[src/rtl/multicycle_control_pkg.sv]
// multicycle_control_pkg: opcodes, control encodings and FSM states for the multi-cycle sequencer
package multicycle_control_pkg;
  localparam logic [3:0] OP_AND = 4'h0, OP_OR = 4'h1, OP_ADD = 4'h2, OP_SUB = 4'h6, OP_SLT = 4'h7;
  localparam logic [3:0] OP_LW = 4'h8, OP_SW = 4'hA, OP_BNE = 4'hE, OP_JMP = 4'hF;
  localparam logic [2:0] ALU_AND = 3'b000, ALU_OR = 3'b001, ALU_ADD = 3'b010, ALU_SUB = 3'b011, ALU_SLT = 3'b111;
  localparam logic [1:0] PC_ALU = 2'b00, PC_ALUOUT = 2'b01, PC_JUMP = 2'b10;
  localparam logic [1:0] SRCB_REG = 2'b00, SRCB_ONE = 2'b01, SRCB_IMM = 2'b10;
  localparam logic [1:0] ERR_NONE = 2'b00, ERR_ILLEGAL = 2'b01, ERR_TIMEOUT = 2'b10;
  typedef enum logic [3:0] {
    S_IDLE, S_FETCH, S_DECODE, S_EXEC_R, S_WB_R, S_ADDR,
    S_MEM_RD, S_WB_LW, S_MEM_WR, S_BRANCH, S_JUMP, S_HALT
  } state_t;
  function automatic logic [2:0] alu_for(input logic [3:0] op);
    return op == OP_OR ? ALU_OR : op == OP_ADD ? ALU_ADD : op == OP_SUB ? ALU_SUB :
           op == OP_SLT ? ALU_SLT : ALU_AND;
  endfunction
endpackage

[src/rtl/multicycle_control_timeout_counter.sv]
// mc_timeout_counter: counts memory wait cycles; o_tc flags the last cycle allowed before timeout
module mc_timeout_counter #(
  parameter int TIMEOUT = 16,
  parameter int TW = 8
) (
  input  logic i_clk,
  input  logic i_rst,
  input  logic i_clr,
  input  logic i_en,
  output logic o_tc
);
  logic [TW-1:0] r_cnt;
  always_ff @(posedge i_clk) begin
    if (i_rst || i_clr) r_cnt <= '0;
    else if (i_en) r_cnt <= r_cnt + 1'b1;
  end
  // a further miss this cycle would make the count reach TIMEOUT
  assign o_tc = r_cnt == TW'(TIMEOUT - 1);
endmodule

[src/rtl/multicycle_control.sv]
// multicycle_control: Moore sequencer spreading each instruction over fetch/decode/execute/memory/writeback
module multicycle_control
  import multicycle_control_pkg::*;
#(
  parameter int TIMEOUT = 16,
  parameter int TW = 8
) (
  input  logic       clock,
  input  logic       reset,
  input  logic [3:0] opCode,
  input  logic       zero,
  input  logic       mem_ready,
  output logic       IRwrite,
  output logic       IorD,
  output logic       pcWrite,
  output logic       pcWriteCond,
  output logic [1:0] pcSrc,
  output logic       ALUsrcA,
  output logic [1:0] ALUsrcB,
  output logic [2:0] ALUop,
  output logic       regDst,
  output logic       regWrite,
  output logic       MemtoReg,
  output logic       Memread,
  output logic       Memwrite,
  output logic       instr_done,
  output logic       halted,
  output logic [1:0] err_code
);
  state_t     r_state;
  logic [1:0] r_err;
  logic [3:0] r_op;
  logic       w_wait, w_tc, w_unused;
  // branch gating on zero happens in the datapath
  assign w_unused = zero;
  assign w_wait = (r_state inside {S_FETCH, S_MEM_RD, S_MEM_WR}) && !mem_ready;
  mc_timeout_counter #(.TIMEOUT(TIMEOUT), .TW(TW)) u_tmo (
    .i_clk(clock), .i_rst(reset), .i_clr(!w_wait), .i_en(w_wait), .o_tc(w_tc)
  );
  always_ff @(posedge clock) begin
    if (reset) begin
      r_state <= S_IDLE;
      r_err   <= ERR_NONE;
      r_op    <= OP_AND;
    end else begin
      case (r_state)
        S_IDLE: r_state <= S_FETCH;
        S_FETCH, S_MEM_RD, S_MEM_WR:
          if (mem_ready) r_state <= r_state == S_FETCH ? S_DECODE : r_state == S_MEM_RD ? S_WB_LW : S_FETCH;
          else if (w_tc) begin
            r_state <= S_HALT;
            r_err   <= ERR_TIMEOUT;
          end
        S_DECODE: begin
          r_op <= opCode;
          if (opCode inside {OP_AND, OP_OR, OP_ADD, OP_SUB, OP_SLT}) r_state <= S_EXEC_R;
          else if (opCode inside {OP_LW, OP_SW}) r_state <= S_ADDR;
          else if (opCode == OP_BNE) r_state <= S_BRANCH;
          else if (opCode == OP_JMP) r_state <= S_JUMP;
          else begin
            r_state <= S_HALT;
            r_err   <= ERR_ILLEGAL;
          end
        end
        S_EXEC_R: r_state <= S_WB_R;
        S_ADDR:   r_state <= opCode == OP_SW ? S_MEM_WR : S_MEM_RD;
        S_HALT:   r_state <= S_HALT;
        default:  r_state <= S_FETCH;
      endcase
    end
  end
  always_comb begin
    {IRwrite, IorD, pcWrite, pcWriteCond, ALUsrcA, regDst, regWrite, MemtoReg, Memread, Memwrite, instr_done} = '0;
    pcSrc   = PC_ALU;
    ALUsrcB = SRCB_REG;
    ALUop   = ALU_AND;
    case (r_state)
      S_FETCH: begin
        Memread = 1'b1;
        IRwrite = mem_ready;
        pcWrite = mem_ready;
        ALUsrcB = SRCB_ONE;
        ALUop   = ALU_ADD;
      end
      S_DECODE: begin
        ALUsrcB = SRCB_IMM;
        ALUop   = ALU_ADD;
      end
      S_EXEC_R: begin
        ALUsrcA = 1'b1;
        ALUop   = alu_for(r_op);
      end
      S_WB_R: {regDst, regWrite, instr_done} = 3'b111;
      S_ADDR: begin
        ALUsrcA = 1'b1;
        ALUsrcB = SRCB_IMM;
        ALUop   = ALU_ADD;
      end
      S_MEM_RD: {Memread, IorD} = 2'b11;
      S_WB_LW:  {regWrite, MemtoReg, instr_done} = 3'b111;
      S_MEM_WR: begin
        {Memwrite, IorD} = 2'b11;
        instr_done = mem_ready;
      end
      S_BRANCH: begin
        {ALUsrcA, pcWriteCond, instr_done} = 3'b111;
        ALUop = ALU_SUB;
        pcSrc = PC_ALUOUT;
      end
      S_JUMP: begin
        {pcWrite, instr_done} = 2'b11;
        pcSrc = PC_JUMP;
      end
      default: ;
    endcase
  end
  assign halted   = r_state == S_HALT;
  assign err_code = r_err;
endmodule

[config.mk]
export PLATFORM = sky130hd
export DESIGN_NAME = multicycle_control
export DESIGN_NICKNAME = d
export VERILOG_FILES = /design/src/rtl/multicycle_control_pkg.sv /design/src/rtl/multicycle_control_timeout_counter.sv /design/src/rtl/multicycle_control.sv
export SDC_FILE = /design/constraint.sdc
export NUM_CORES = 1
export LEC_CHECK = 0
export CAP_MARGIN = 10
export CORE_MARGIN = 1
export CORE_UTILIZATION = 53
export DETAILED_ROUTE_END_ITERATION = 8
export PLACE_DENSITY_LB_ADDON = 0.12
export RECOVER_POWER = 100
export SETUP_SLACK_MARGIN = 0.15
export SYNTH_ARGS = -nofsm -noshare
export SYNTH_HDL_FRONTEND = slang
export SYNTH_HIERARCHICAL = 1
export SYNTH_SLANG_ARGS = --single-unit
[constraint.sdc]
create_clock -name clock -period 4.9 [get_ports clock]
set_input_delay 0.98 -clock clock [delete_from_list [all_inputs] [get_ports clock]]
set_output_delay 0.98 -clock clock [all_outputs]
set_load 0.02 [all_outputs]
[Word level (Yosys, flattened, before mapping)]
Index checks and enable logic that the tools add are counted.
Word-level totals
  register bits after elaboration: 18
Operators by class
  add/subtract/negate cells: 1
  muxes and demuxes: 35
  reductions and logical operators: 18
  equal/unequal tests: 31
Operators by type and width (count)
  $eq A4 B3 Y1 const B: 8
  $eq A4 B4 Y1 const B: 8
  $mux W4: 5
  $pmux W4 S5: 1
  $mux W3: 6
  $eq A4 B2 Y1 const B: 4
  $mux W2: 7
  $eq A4 B1 Y1 const B: 3
  $pmux W2 S2: 3
  $mux W1: 10
  $ne A2 B2 Y1 const B: 5
  $pmux W3 S3: 1
  $reduce_or A3 Y1: 3
  $add A8 B1 Y8 const B: 1
  $eq A8 B4 Y1 const B: 1
  $reduce_or A2 Y1: 4
  $reduce_and A7 Y1: 1
  $reduce_bool A5 Y1: 1
  $logic_not A4 Y1: 1
  $pmux W1 S2: 2
  $reduce_bool A2 Y1: 2
  $reduce_or A4 Y1: 1
  $ne A3 B2 Y1 const B: 1
  $reduce_bool A3 Y1: 1
  other kinds (4): 5

[Logic depth before layout (Yosys ltp)]
  word-level depth: 6
  depth in mapped cells: 7
  gate-level depth less buffers: 7

[Modules after synthesis]
The synthesis kept the hierarchy.
By module, submodules not included
  multicycle_control: area an instance 904.6 µm², cells an instance 129, times used 1
  mc_timeout_counter: area an instance 357.8 µm², cells an instance 40, times used 1

[Least setup slack after synthesis]
No wires, ideal clock.
  kind: register to output
  from: register r_state[3]
  to: output port regWrite
  slack: 2297 ps
  data arrival time: 1623 ps
  data required time: 3920 ps
  stages on the path, launching flop included: 6
  path buffers: 2
  cells stage by stage: dfxtp_1 -> clkbuf_2 -> buf_1 -> nand2b_1 -> nor3_1 -> or2_2
On the way
  cells in the longest elaborated chain, start to end: 3
  elaborated cells on any way between the ends: 4
  those cells by class: eq/ne (2); mux (1); reduce/logical (1)
Ends and longest elaborated chain
  start: declaration: line multicycle_control.sv:30  | state_t r_state;
  start signal: assignment: line multicycle_control.sv:49  | if (mem_ready) r_state <= r_state == S_FETCH ? S_DECODE : r_state == S_MEM_RD ? S_WB_LW : S_FETCH;
  start signal: assignment: line multicycle_control.sv:66  | S_ADDR: r_state <= opCode == OP_SW ? S_MEM_WR : S_MEM_RD;
  $eq A4 B3 Y1: line multicycle_control.sv:77  | case (r_state)
  $reduce_or A2 Y1 (no source line) *
  $mux W1 *: line multicycle_control.sv:77
  end: declaration: line multicycle_control.sv:22  | output logic regWrite,
Every way passes the cells marked *; elsewhere a longest branch is shown, timed or not.

[Final worst setup path]
  from: input port mem_ready
  to: output port instr_done
On the way
  cells in the longest elaborated chain, start to end: 1
Ends and longest elaborated chain
  start: declaration: line multicycle_control.sv:12  | input logic mem_ready,
  $pmux W1 S2: line multicycle_control.sv:77
  end: declaration: line multicycle_control.sv:26  | output logic instr_done,
Every way passes these cells.

==> impl_metrics.xml <==
<?xml version="1.0" encoding="UTF-8"?>
<metrics>
  <group name="status">
    <metric name="run_status" unit="">finished, final reports clean</metric>
  </group>
  <group name="setup_path">
    <metric name="r2r_cells" unit="">5</metric>
    <metric name="critPathMaxFanout" unit="">5</metric>
    <metric name="critPathKind" unit="">in -&gt; out</metric>
    <metric name="crit_path_start_kind" unit="">input pin</metric>
    <metric name="worst_path_largest_cell_delay" unit="ns">0.68</metric>
    <metric name="worstReg2RegStart" unit="">r_state[0]</metric>
    <metric name="r2r_end" unit="">u_tmo/r_cnt[5]</metric>
    <metric name="crit_path_cells" unit="">dlygate4sd3_1 -&gt; nor2_1 -&gt; o22ai_1 -&gt; nand2_1 -&gt; o21ai_0 -&gt; dlygate4sd3_1</metric>
    <metric name="crit_top_cell" unit="">dlygate4sd3_1</metric>
    <metric name="timing.critical_path.to_type" unit="">output pin</metric>
    <metric name="slack_of_the_worst_reg_to_reg_path" unit="ns">1.78</metric>
    <metric name="worstPathRequired" unit="ns">3.92</metric>
    <metric name="critical_path.slowest_cell" unit="">dlygate4sd3_1</metric>
    <metric name="worst_ep_arrival_time" unit="ns">2.62</metric>
  </group>
  <group name="placement">
    <metric name="placement.io_buffers" unit="">27</metric>
    <metric name="gp_routability_congestion" unit="">0.863</metric>
    <metric name="dp_hpwl" unit="um">2160</metric>
    <metric name="placement.cell_area" unit="sq um">1500</metric>
  </group>
  <group name="clock_tree">
    <metric name="cts.root.buffer_cell" unit="">clkbuf_4</metric>
    <metric name="post_cts_repair_setup_buffers" unit="">0</metric>
    <metric name="cts_max_level" unit="">1</metric>
    <metric name="tritoncts.num_buffers" unit="">3</metric>
    <metric name="longest_clk_path_bufs" unit="">2</metric>
    <metric name="cts.sinks" unit="">18</metric>
    <metric name="cts.reportedPaths.clkPinSlew" unit="ns">0.11</metric>
    <metric name="cts_tree" unit="">yes</metric>
    <metric name="clk_latency" unit="ns">0.30</metric>
    <metric name="cts_hold_buf" unit="">0</metric>
    <metric name="cts_resized" unit="">0</metric>
  </group>
  <group name="hold_path">
    <metric name="min_delay_path_depth" unit="">2</metric>
    <metric name="hp-start" unit="">r_op[3]</metric>
    <metric name="hold_end" unit="">r_op[3]</metric>
    <metric name="min-delay-path-class" unit="">reg -&gt; reg</metric>
  </group>
  <group name="global_route">
    <metric name="maximum_number_of_pins_on_one_net_before_global_route_repair" unit="">21</metric>
    <metric name="grt_overflow" unit="">0</metric>
    <metric name="grt_pass1_wl" unit="um">4940</metric>
    <metric name="initial_antenna_violation_count" unit="">0</metric>
    <metric name="number_of_global_route_vias_before_repair" unit="">1125</metric>
    <metric name="grt_usage" unit="%">25.5</metric>
  </group>
  <group name="yosys">
    <metric name="synth.lib_cells_used.distinct" unit="">47</metric>
    <metric name="mappedNetlistNets" unit="">178</metric>
    <metric name="synth-seq-area-share" unit="%">28.5</metric>
    <metric name="avgSynthCellArea" unit="sq um">7.47</metric>
    <metric name="synth_warnings" unit="">6</metric>
    <metric name="async_reset_ff_share" unit="%">0</metric>
    <metric name="synth.area.top_cells" unit="">dfxtp_1, nand2_1, a21oi_1, nor2_1, o21ai_0</metric>
    <metric name="synthesis.area" unit="sq um">1260</metric>
    <metric name="synth_top_cell_by_area" unit="">dfxtp_1</metric>
    <metric name="synth_flop_cell" unit="">dfxtp_1</metric>
    <metric name="count_of_flip_flops_with_a_built_in_enable_after_synthesis" unit="">0</metric>
    <metric name="netlist_top_cells_count" unit="">nand2_1, dfxtp_1, nor2_1, a21oi_1, o21ai_0</metric>
    <metric name="yosys.cell_count.top_type" unit="">nand2_1</metric>
    <metric name="synth_seq_cells" unit="">18</metric>
    <metric name="yosys.area.top_type_share" unit="%">28.5</metric>
    <metric name="post_synth_inst_count" unit="">169</metric>
  </group>
  <group name="route">
    <metric name="routed_wire_length_per_instance" unit="um">13.7</metric>
    <metric name="drcViolationCount" unit="">0</metric>
    <metric name="ant_nets" unit="">0</metric>
    <metric name="vias_per_cell" unit="">6.06</metric>
    <metric name="vias" unit="">1297</metric>
    <metric name="drtPass1Iterations" unit="">4</metric>
    <metric name="detail_route.wirelength" unit="um">2930</metric>
    <metric name="iteration_0_drc_markers" unit="">33</metric>
  </group>
  <group name="timing">
    <metric name="fin_setup_tns" unit="ns">0</metric>
    <metric name="period_share" unit="%">73.4</metric>
    <metric name="timing.max_slew.rel_slack" unit="%">38.4</metric>
    <metric name="setup_clock_skew_after_layout" unit="ns">0.00688</metric>
    <metric name="fmax" unit="MHz">278</metric>
    <metric name="tightestPinTransition" unit="ns">0.920</metric>
    <metric name="final-setup-viol-count" unit="">0</metric>
    <metric name="rsz0062_at_grt" unit="">no</metric>
    <metric name="finalWorstPathRequiredPeriod" unit="ns">3.60</metric>
    <metric name="maxSlewViolCount" unit="">0</metric>
    <metric name="final_hold_viol_count" unit="">0</metric>
  </group>
  <group name="job">
    <metric name="maxCapViolCount" unit="">0</metric>
  </group>
  <group name="final_layout">
    <metric name="antenna_cells_inserted" unit="">0</metric>
    <metric name="fraction_of_final_layout_cells_sized_beyond_drive_strength_1" unit="%">5.38</metric>
    <metric name="final_nets" unit="">196</metric>
    <metric name="postLayoutCellArea" unit="sq um">1510</metric>
    <metric name="areaGrowthSynthToFinish" unit="%">19.7</metric>
    <metric name="final_util" unit="%">67.7</metric>
  </group>
  <group name="floorplan">
    <metric name="die-width" unit="um">50.8</metric>
    <metric name="starting_density_of_the_core" unit="%">56.5</metric>
    <metric name="core_region_area" unit="sq um">2230</metric>
    <metric name="die_h" unit="um">50.8</metric>
    <metric name="die_area" unit="sq um">2580</metric>
    <metric name="io_pins" unit="">29</metric>
    <metric name="num_rows" unit="">17</metric>
  </group>
  <group name="power">
    <metric name="leakage_power_of_the_design" unit="nW">0.591</metric>
    <metric name="power.total" unit="uW">410</metric>
    <metric name="worst_ir_drop_vdd" unit="mV">0.176</metric>
    <metric name="power_density" unit="nW/um^2">271</metric>
  </group>
</metrics>
-- critical path: cells and delay by family --
| family | cells | cell delay (ns) |
|---|---|---|
| buf+inv | 2 | 1.30 |
| simple gates | 2 | 0.13 |
| compound gates | 2 | 0.21 |
-- cell usage in the layout, fill, tap and decap left out, drive strengths merged, types with 6 or more instances in the layout --
cell type    netlist  layout
nand2             19      19
a21oi             14      14
or2                6       6
dlygate4sd3        0      23
o21ai              9       9
inv                7       7
dfxtp             18      18
nand3              6       6
nor2              16      16
-- cell families after synthesis --
family | share of synthesized area (%)
muxes | 1.59
DFF | 28.5
xor gates and xnor gates | 3.47
and+or+nand+nor | 34.9
adders and majority gates | 0.991
AOI/OAI and AO/OA | 22.8
buffers and inverters | 7.73
-- power breakdown --
group          switching, mW  internal [mW]  total (mW)
registers             0.0210          0.153       0.174
clock network         0.0482         0.0453      0.0935
logic                 0.0798         0.0627       0.143
total                  0.149          0.261       0.410
-- layout make-up --
class                           count  area (sq um)
Sequential cell                    18           360
Timing Repair Buffer               27           270
Inverter                            7          26.3
Multi-Input combinational cell    130           783
Tap cell                           28          35.0
Fill cell                         207           722
Clock buffer                        4          36.3
-- layer usage --
metal	vias up	part of all wire [%]	global-route usage [%]
met1	597	46	34.6
li1	642	-	-
met2	54	46	39.3
met4	0	1.1	9.26
met3	4	6.7	5.76
met5	-	0	0
-- stage by stage --
step | setup WS [ns] | cells | hold WS [ns]
final | 1.30 | 214 | 0.476
after global placement | 1.39 | 210 | 0.456
after CTS | 1.39 | 214 | 0.480
after global routing | 1.19 | 214 | 0.509
after floorplan | 2.30 | 169 | 0.445
after detailed placement | 1.39 | 210 | 0.464
-- registers in the layout (all words and copies together), names as in the netlist --
name	cells
err_code	2
r_op	4
r_state	4
u_tmo/r_cnt	8
-- worst max path at each step --
stage | start | endpoint | slack, ns | depth (start not counted)
floorplan | r_state[3] | regWrite | 2.30 | 5
global placement | mem_ready | instr_done | 1.39 | 6
detailed placement | mem_ready | instr_done | 1.39 | 6
CTS | mem_ready | instr_done | 1.39 | 6
global route | mem_ready | instr_done | 1.19 | 6
finish | mem_ready | instr_done | 1.30 | 6
Note: power is estimated with default switching activity, not from simulation.
